--- config.mk ---
export PLATFORM = sky130hd
export DESIGN_NAME = psp_rvfi_trace_buffer_flat
export DESIGN_NICKNAME = d
export VERILOG_FILES = /design/src/rtl/psp_rvfi_trace_buffer_if.sv /design/src/rtl/psp_rvfi_trace_buffer.sv /design/src/flat_wrapper.sv
export SDC_FILE = /design/constraint.sdc
export NUM_CORES = 2
export LEC_CHECK = 0
export CORE_ASPECT_RATIO = 2
export CORE_MARGIN = 4
export CORE_UTILIZATION = 56
export DETAILED_ROUTE_END_ITERATION = 8
export GPL_ROUTABILITY_DRIVEN = 0
export PLACE_DENSITY = 0.78
export SYNTH_ARGS = -nofsm -noshare
export SYNTH_HDL_FRONTEND = slang
export SYNTH_SLANG_ARGS = --single-unit
--- constraint.sdc ---
create_clock -name clk -period 19.5 [get_ports clk]
set_clock_uncertainty 0.05 [all_clocks]
set_input_delay 2.925 -clock clk [delete_from_list [all_inputs] [get_ports clk]]
set_output_delay 2.925 -clock clk [all_outputs]
set_load 0.005 [all_outputs]
--- src/rtl/psp_rvfi_trace_buffer_if.sv ---
`default_nettype none
// ============================================================================
// Module      : psp_rvfi_trace_buffer_if
// Description : Retirement-in / trace-out handshake bundle for the RVFI
//               trace buffer.
//               in_*  : one retirement packet per in_valid cycle (no backpressure)
//               out_* : head packet, valid/ready drained by the trace sink
//               slave modport  -> the trace buffer
//               master modport -> the core / sink side (or a bench)
// Revision    : 1.0  initial release
// ============================================================================
interface psp_rvfi_trace_buffer_if #(
    parameter int XLEN = 32
) ();

    logic            in_valid;
    logic [XLEN-1:0] in_pc_rdata;
    logic [XLEN-1:0] in_pc_wdata;
    logic [31:0]     in_insn;
    logic            in_intr;
    logic [4:0]      in_rd_addr;
    logic [XLEN-1:0] in_rd_wdata;

    logic            out_valid;
    logic            out_ready;
    logic [63:0]     out_order;
    logic [XLEN-1:0] out_pc_rdata;
    logic [XLEN-1:0] out_pc_wdata;
    logic [31:0]     out_insn;
    logic            out_intr;
    logic [4:0]      out_rd_addr;
    logic [XLEN-1:0] out_rd_wdata;

    modport slave (
        input  in_valid, in_pc_rdata, in_pc_wdata, in_insn, in_intr,
               in_rd_addr, in_rd_wdata, out_ready,
        output out_valid, out_order, out_pc_rdata, out_pc_wdata, out_insn,
               out_intr, out_rd_addr, out_rd_wdata
    );

    modport master (
        output in_valid, in_pc_rdata, in_pc_wdata, in_insn, in_intr,
               in_rd_addr, in_rd_wdata, out_ready,
        input  out_valid, out_order, out_pc_rdata, out_pc_wdata, out_insn,
               out_intr, out_rd_addr, out_rd_wdata
    );

endinterface
`default_nettype wire

--- src/rtl/psp_rvfi_trace_buffer.sv ---
`default_nettype none
// ============================================================================
// Module      : psp_rvfi_trace_buffer
// Description : Buffers RVFI retirement packets between the core and the
//               trace sink. Every retirement gets a 64-bit order number
//               (stored or dropped, so gaps expose drops). Sticky status
//               flags report FIFO overflow and self-loop retirement.
// Ports       : clk            system clock
//               reset          synchronous, active-low
//               bus            retirement in / trace out handshake (slave)
//               count          occupied entries
//               overflow       sticky, a retirement was dropped
//               loop_detected  sticky, same pc_rdata retired twice in a row
//               loop_pc        pc of the first detected self-loop
// Revision    : 1.0  initial release
// ============================================================================
module psp_rvfi_trace_buffer #(
    parameter int DEPTH = 16,
    parameter int XLEN  = 32
) (
    input  wire logic                     clk,
    input  wire logic                     reset,
    psp_rvfi_trace_buffer_if.slave        bus,
    output logic [$clog2(DEPTH):0]        count,
    output logic                          overflow,
    output logic                          loop_detected,
    output logic [XLEN-1:0]               loop_pc
);

    localparam int c_AW = $clog2(DEPTH);
    localparam int c_CW = c_AW + 1;
    // order + pc_rdata + pc_wdata + insn + intr + rd_addr + rd_wdata
    localparam int c_EW = 64 + 3 * XLEN + 32 + 1 + 5;
    localparam logic [c_CW-1:0] c_FULL = c_CW'(DEPTH);

    localparam logic [1:0] c_ST_RUN  = 2'd0;
    localparam logic [1:0] c_ST_LOOP = 2'd1;
    localparam logic [1:0] c_ST_OVF  = 2'd2;

    logic [c_EW-1:0] r_mem [DEPTH];
    logic [c_AW-1:0] r_wr_ptr;
    logic [c_AW-1:0] r_rd_ptr;
    logic [c_CW-1:0] r_count;
    logic [63:0]     r_order;
    logic [XLEN-1:0] r_prev_pc;
    logic            r_prev_valid;
    logic            r_loop_detected;
    logic [XLEN-1:0] r_loop_pc;
    logic [1:0]      r_state;

    logic            w_empty;
    logic            w_full;
    logic            w_pop;
    logic            w_push;
    logic            w_drop;
    logic            w_loop_hit;
    logic [c_EW-1:0] w_in_entry;
    logic [c_EW-1:0] w_head;

    // count alone decides full/empty; pointers wrap freely.
    assign w_empty = (r_count == '0);
    assign w_full  = (r_count == c_FULL);
    assign w_pop   = !w_empty && bus.out_ready;
    // A full FIFO still accepts when the head leaves in the same cycle.
    assign w_push  = bus.in_valid && (!w_full || w_pop);
    assign w_drop  = bus.in_valid && w_full && !w_pop;

    assign w_loop_hit = bus.in_valid && r_prev_valid &&
                        (bus.in_pc_rdata == r_prev_pc) && !r_loop_detected;

    assign w_in_entry = {r_order, bus.in_pc_rdata, bus.in_pc_wdata, bus.in_insn,
                         bus.in_intr, bus.in_rd_addr, bus.in_rd_wdata};

    // Head fields read as zero whenever nothing is presented.
    assign w_head = w_empty ? '0 : r_mem[r_rd_ptr];

    assign bus.out_valid = !w_empty;
    assign {bus.out_order, bus.out_pc_rdata, bus.out_pc_wdata, bus.out_insn,
            bus.out_intr, bus.out_rd_addr, bus.out_rd_wdata} = w_head;

    assign count         = r_count;
    assign overflow      = (r_state == c_ST_OVF);
    assign loop_detected = r_loop_detected;
    assign loop_pc       = r_loop_pc;

    // Storage carries no reset; validity is tracked by the pointers/count.
    always_ff @(posedge clk) begin
        if (reset && w_push) begin
            r_mem[r_wr_ptr] <= w_in_entry;
        end
    end

    always_ff @(posedge clk) begin
        if (!reset) begin
            r_wr_ptr <= '0;
            r_rd_ptr <= '0;
            r_count  <= '0;
        end else begin
            if (w_push) begin
                r_wr_ptr <= r_wr_ptr + c_AW'(1);
            end
            if (w_pop) begin
                r_rd_ptr <= r_rd_ptr + c_AW'(1);
            end
            case ({w_push, w_pop})
                2'b10:   r_count <= r_count + c_CW'(1);
                2'b01:   r_count <= r_count - c_CW'(1);
                default: r_count <= r_count;
            endcase
        end
    end

    // Order and previous-pc tracking advance on every retirement, even a
    // dropped one.
    always_ff @(posedge clk) begin
        if (!reset) begin
            r_order         <= '0;
            r_prev_pc       <= '0;
            r_prev_valid    <= 1'b0;
            r_loop_detected <= 1'b0;
            r_loop_pc       <= '0;
        end else begin
            if (bus.in_valid) begin
                r_order      <= r_order + 64'd1;
                r_prev_pc    <= bus.in_pc_rdata;
                r_prev_valid <= 1'b1;
            end
            if (w_loop_hit) begin
                r_loop_detected <= 1'b1;
                r_loop_pc       <= bus.in_pc_rdata;
            end
        end
    end

    // Status FSM; overflow is a decode of the terminal OVF state.
    always_ff @(posedge clk) begin
        if (!reset) begin
            r_state <= c_ST_RUN;
        end else begin
            case (r_state)
                c_ST_RUN: begin
                    if (w_drop) begin
                        r_state <= c_ST_OVF;
                    end else if (w_loop_hit) begin
                        r_state <= c_ST_LOOP;
                    end
                end
                c_ST_LOOP: begin
                    if (w_drop) begin
                        r_state <= c_ST_OVF;
                    end
                end
                c_ST_OVF: begin
                    r_state <= c_ST_OVF;
                end
                default: begin
                    r_state <= c_ST_RUN;
                end
            endcase
        end
    end

endmodule
`default_nettype wire

--- src/flat_wrapper.sv ---
// flat-port wrapper written by rule: the top's interface ports become plain ports
module psp_rvfi_trace_buffer_flat 
#(
    parameter int DEPTH = 16,
    parameter int XLEN  = 32
)
  (clk, reset, count, overflow, loop_detected, loop_pc, bus_in_valid, bus_in_pc_rdata, bus_in_pc_wdata, bus_in_insn, bus_in_intr, bus_in_rd_addr, bus_in_rd_wdata, bus_out_ready, bus_out_valid, bus_out_order, bus_out_pc_rdata, bus_out_pc_wdata, bus_out_insn, bus_out_intr, bus_out_rd_addr, bus_out_rd_wdata);
  psp_rvfi_trace_buffer_if #(.XLEN(XLEN)) bus_i ();
  input  wire logic clk;
  input  wire logic reset;
  output logic [$clog2(DEPTH):0] count;
  output logic overflow;
  output logic loop_detected;
  output logic [XLEN-1:0] loop_pc;
  input wire logic [$bits(bus_i.in_valid)-1:0] bus_in_valid;
  input wire logic [$bits(bus_i.in_pc_rdata)-1:0] bus_in_pc_rdata;
  input wire logic [$bits(bus_i.in_pc_wdata)-1:0] bus_in_pc_wdata;
  input wire logic [$bits(bus_i.in_insn)-1:0] bus_in_insn;
  input wire logic [$bits(bus_i.in_intr)-1:0] bus_in_intr;
  input wire logic [$bits(bus_i.in_rd_addr)-1:0] bus_in_rd_addr;
  input wire logic [$bits(bus_i.in_rd_wdata)-1:0] bus_in_rd_wdata;
  input wire logic [$bits(bus_i.out_ready)-1:0] bus_out_ready;
  output wire logic [$bits(bus_i.out_valid)-1:0] bus_out_valid;
  output wire logic [$bits(bus_i.out_order)-1:0] bus_out_order;
  output wire logic [$bits(bus_i.out_pc_rdata)-1:0] bus_out_pc_rdata;
  output wire logic [$bits(bus_i.out_pc_wdata)-1:0] bus_out_pc_wdata;
  output wire logic [$bits(bus_i.out_insn)-1:0] bus_out_insn;
  output wire logic [$bits(bus_i.out_intr)-1:0] bus_out_intr;
  output wire logic [$bits(bus_i.out_rd_addr)-1:0] bus_out_rd_addr;
  output wire logic [$bits(bus_i.out_rd_wdata)-1:0] bus_out_rd_wdata;
  assign bus_i.in_valid = bus_in_valid;
  assign bus_i.in_pc_rdata = bus_in_pc_rdata;
  assign bus_i.in_pc_wdata = bus_in_pc_wdata;
  assign bus_i.in_insn = bus_in_insn;
  assign bus_i.in_intr = bus_in_intr;
  assign bus_i.in_rd_addr = bus_in_rd_addr;
  assign bus_i.in_rd_wdata = bus_in_rd_wdata;
  assign bus_i.out_ready = bus_out_ready;
  assign bus_out_valid = bus_i.out_valid;
  assign bus_out_order = bus_i.out_order;
  assign bus_out_pc_rdata = bus_i.out_pc_rdata;
  assign bus_out_pc_wdata = bus_i.out_pc_wdata;
  assign bus_out_insn = bus_i.out_insn;
  assign bus_out_intr = bus_i.out_intr;
  assign bus_out_rd_addr = bus_i.out_rd_addr;
  assign bus_out_rd_wdata = bus_i.out_rd_wdata;
  psp_rvfi_trace_buffer #(.DEPTH(DEPTH), .XLEN(XLEN)) u_core (.clk(clk), .reset(reset), .bus(bus_i), .count(count), .overflow(overflow), .loop_detected(loop_detected), .loop_pc(loop_pc));
endmodule
Yosys cells after proc, flatten, opt, wreduce, memory -nomap -nowiden
Memory sizes are Yosys's and may differ from the RTL's. A register that Yosys moved wholly into a read port is not among the register bits.
Cells that the tools add are included.

word-level totals
  bits in writable memories = 3168
  output and inout bits = 238
  bits of input ports = 138
  register bits = 145
  word-level logic and storage cells = 50
  memories = 1

memories
  memory        words  bits a word  rd ports  clocked after memory_dff  write ports  RTL line                     text
  u_core.r_mem  16     198          1         1                         1            psp_rvfi_trace_buffer.sv:40  logic [c_EW-1:0] r_mem [DEPTH];

cells by class
  mux-type cells = 10
  equal/unequal tests = 8
  add/subtract/negate cells = 5
  reduce and logical (&&, ||, !) cells = 17

operators by type and width
  kind                     count
  $mux W198                1
  $add A64 B1 Y64 const B  1
  $eq A32 B32 Y1           1
  $pmux W5 S2              1
  $add A4 B1 Y4 const B    2
  $logic_and A1 B1 Y1      8
  $mux W4                  2
  $mux W2                  3
  $pmux W2 S3              1
  $add A5 B1 Y5 const B    1
  $eq A5 B5 Y1 const B     1
  $logic_not A5 Y1         1
  $sub A5 B1 Y5 const B    1
  $eq A2 B1 Y1 const B     2
  $eq A2 B2 Y1 const B     2
  $logic_not A1 Y1         4
  $ne A3 B1 Y1 const B     1
  $logic_not A2 Y1         1
  $mux W1                  2
  $ne A2 B1 Y1 const B     1
  $reduce_and A2 Y1        1
  $reduce_bool A2 Y1       1
  $logic_or A1 B1 Y1       1

Logic depth before layout (Yosys ltp)
  depth after elaboration = 8
  gate-level depth with buffers = 14
  gate-level depth less buffers = 11

Least setup slack after synthesis
No wires, ideal clock.

  path kind = input port to flip-flop
  start point = in bus_in_valid
  end point = mem u_core.r_mem[7][0] (netlist bit) (enable)
  cell stages on the path = 4
  path buffers = 1
  path slack = 6.604 ns
  required time = 18.690 ns
  library setup time = 0.760 ns
  arrival time = 12.085 ns
  cells stage by stage = clkbuf_1 -> a21boi_1 -> nand2_1 -> nor2_1

on the way
  longest elaborated chain between the ends = 4

ends and longest elaborated chain
  what                           RTL line                     text
  start: declaration             flat_wrapper.sv:15           input wire logic [$bits(bus_i.in_valid)-1:0] bus_in_valid;
  $logic_and A1 B1 Y1            psp_rvfi_trace_buffer.sv:65  assign w_push = bus.in_valid && (!w_full || w_pop);
  $logic_and A1 B1 Y1            psp_rvfi_trace_buffer.sv:88  if (reset && w_push) begin
  $mux W1                        psp_rvfi_trace_buffer.sv:88
  $mux W1 (implied by the code)  psp_rvfi_trace_buffer.sv:89  r_mem[r_wr_ptr] <= w_in_entry;
  end: declaration               psp_rvfi_trace_buffer.sv:40

Every way passes these cells.

==> results.ini <==
[floorplan]
die_h_um = 680
coreArea_um2 = 225000
die_w_um = 344
dieArea_um2 = 234000
rows = 246
start_util = 0.564
ioPinCount = 376

[layout]
final_common_cell = edfxtp_1
area_delta_synth_final_pct = 13.1
nets = 6030
fillCellCount = 14300
final_cell_area_um2 = 143000
final_cell_mix = edfxtp_1 (3168), mux4_2 (990), clkdlybuf4s50_1 (374), clkbuf_16 (293), and2_1 (202)
drive_gt1_frac = 0.253

[worst_setup_path]
worst_path_most_repeated_cell = buf_4
crit_required_ns = 16.52
critical_path_class = flop to output pin
max_stage_delay_ns = 1.05
start_kind = flop
worst-path-buf-inv = 4
arrival_ns = 6.22
r2r_cells = 8
worstSetupEndpointType = output pin
cp_max_fo = 88
cpMaxStageDelayCell = buf_4
cp.depth = 7
cpLargestDelayFamily = buffers and inverters
crit_chain = buf_4, buf_4, buf_4, mux4_2, mux4_2, and2_1, clkdlybuf4s50_1

[sta]
finalSetupViolCount = 0
setup_tns_ns = 0
period_needed_ns = 9.20
rsz0062_at_grt = false
period_share = 0.472
hold_ws_ns = 0.422
drv_slew = 0
tightest_slew_ns = 1.28
max_freq_mhz = 109
setup_ws_ns = 10.30
slew_headroom = 0.144
hold_viol_final = 0

[detailed_routing]
drc_errors = 0
vias = 59500
wl_per_cell_um = 32.8
drtPass1Iterations = 7
wl_mm = 298
final_antenna_net_count = 0
drt_iter0_drc = 6917
via_per_inst = 6.55

[hold_path]
hold_path.class = flop to flop
holdPathStages = 2

[logic_synthesis]
ys_seq_area_frac = 0.775
netlist_area_um2 = 127000
yosysWarnings = 0
syn_nets = 5565
synth_cell_types = 44
ys_ff_latch = 3317
synth_cells = 5413
synth.avg_cell_area_um2 = 23.4

[power]
worst_ir_drop_vdd_uv = 208
p_leak_uw = 0.0437
power_density_nw_per_um2 = 116

[clock_network]
tritoncts = done
clk_pin_slew_ns = 0.07
insertion_delay_ns = 0.84
cts_root_buf = clkbuf_16
cts_resized = 0
cts_hold_buf = 0
cts_setup_buffers = 0
cts_made_buffers = 283
clk_path_buf_depth = 4
cts_sinks = 3317
cts_htree_levels = 5

[placement]
place_ws_ns = 11.08
dpl_cell_area_um2 = 134000
dpl.hpwl_mm = 144
io_buffers = 375

[global_route]
grt_max_degree = 166
antenna_found_initial = 29
track_usage = 0.258
gr-total-overflow = 0
grt_pass1_wl_mm = 438
grt_pass1_vias = 62600

[flow_run]
cap_violations = 0

[outcome]
status = complete, no violations

==> final cells by class <==
cell class / count / area [um^2] / share of cell area
Antenna cell: 15 / 37.5 / 0.000262
Clock inverter: 151 / 1360 / 0.00949
Tap cell: 2976 / 3720 / 0.0260
Multi-Input combinational cell: 1774 / 27400 / 0.191
Clock buffer: 352 / 7640 / 0.0534
Inverter: 17 / 68.8 / 0.000481
Timing Repair Buffer: 485 / 4840 / 0.0338
Sequential cell: 3317 / 98100 / 0.685
==> per-layer routing <==
metal  vias to the layer above  wire (um)  global-route usage  part of all wire
met5                         -         57                   0           0.00019
met4                        10       7800              0.0709             0.026
met3                       471      22500              0.0360             0.075
met2                      2988     158000               0.449              0.53
met1                     32100     109000               0.347              0.37
li1                      23900          -                   -                 -
==> registers in the layout, indices dropped and copies added (netlist names), named ones only <==
name                  count
u_core.count              5
u_core.loop_pc           32
u_core.r_prev_pc         32
u_core.r_order           64
u_core.r_mem           3168
u_core.r_rd_ptr           4
u_core.r_wr_ptr           4
u_core.loop_detected      1
u_core.r_state            2
u_core.r_prev_valid       1
==> worst min-delay path, cell delays in order, from the launching register on <==
cell and delay [ns]:
dfxtp_1 0.31, o31ai_1 0.06, a21oi_1 0.06
==> logic make-up after synthesis <==
kind of cell             Yosys count  share of synthesized area
multiplexers                    1027                      0.179
flip-flops                      3317                      0.775
AO/OA/AOI/OAI                    162                    0.00779
XOR/XNOR                          65                    0.00450
AND/OR/NAND/NOR                  506                     0.0228
buffers and inverters            322                    0.00970
adder cells (fa/ha/maj)           14                    0.00138
==> stage by stage <==
stage               utilization  std cells  total power, uW
floorplan                     -       5413            10000
global placement          0.597       8569            11300
detailed placement        0.597       8569            11400
CTS                       0.637       9072            16900
global route              0.637       9078            17300
finish                    0.637       9087            16700
==> report_power, final <==
group          switching [uW]  leakage, uW  internal, uW
combinational            1510      0.00903          1730
sequential               54.4       0.0303          7840
clock                    2500      0.00439          3040
==> path summary, 6_finish.rpt <==
kind / from / slack (ns) / endpoint
worst max-delay path: flop / 10.30 / bus_out_order[58]
worst min-delay path: u_core.loop_pc[10] / 0.42 / u_core.loop_pc[10]
worst max register to register: u_core.count[1] / 14.99 / u_core.r_mem[4][79]
worst min register to register: u_core.loop_pc[10] / 0.42 / u_core.loop_pc[10]
==> cells in the mapped netlist <==
cell type / instances / area [um^2]
mux4_2: 990 / 22300
and3b_1: 1 / 8.76
nor2_1: 92 / 345
nand3b_1: 4 / 30.0
a21oi_1: 77 / 385
nand4_1: 61 / 382
o21a_1: 1 / 7.51
nand2b_1: 4 / 25.0
nand2_1: 34 / 128
edfxtp_1: 3168 / 95100
mux2i_1: 37 / 370
buf_6: 1 / 11.3
or4_1: 25 / 188
or2_2: 1 / 6.26
or4_4: 1 / 11.3
a21boi_0: 3 / 22.5
ha_1: 14 / 175
xnor2_1: 16 / 140
a22oi_1: 1 / 7.51
xor2_1: 49 / 429
o21ai_0: 17 / 85.1
and2_1: 202 / 1260
nor2b_1: 2 / 12.5
or3b_2: 2 / 17.5
and4_1: 8 / 70.1
a31oi_1: 1 / 6.26
buf_2: 10 / 50.1
or3_1: 17 / 106
o31ai_1: 56 / 420
dfxtp_1: 149 / 2980
inv_1: 16 / 60.1
nand3_1: 24 / 120
a21boi_1: 1 / 7.51
buf_1: 82 / 308
o211a_1: 2 / 20.0
o22ai_1: 1 / 6.26
clkbuf_1: 212 / 796
inv_2: 1 / 3.75
a211oi_1: 1 / 7.51
a41o_1: 1 / 10.0
nor4_1: 11 / 68.8
nor3_1: 8 / 40.0
nor4b_1: 1 / 8.76
and3_1: 8 / 50.1
(Power assumes the default switching activity.)
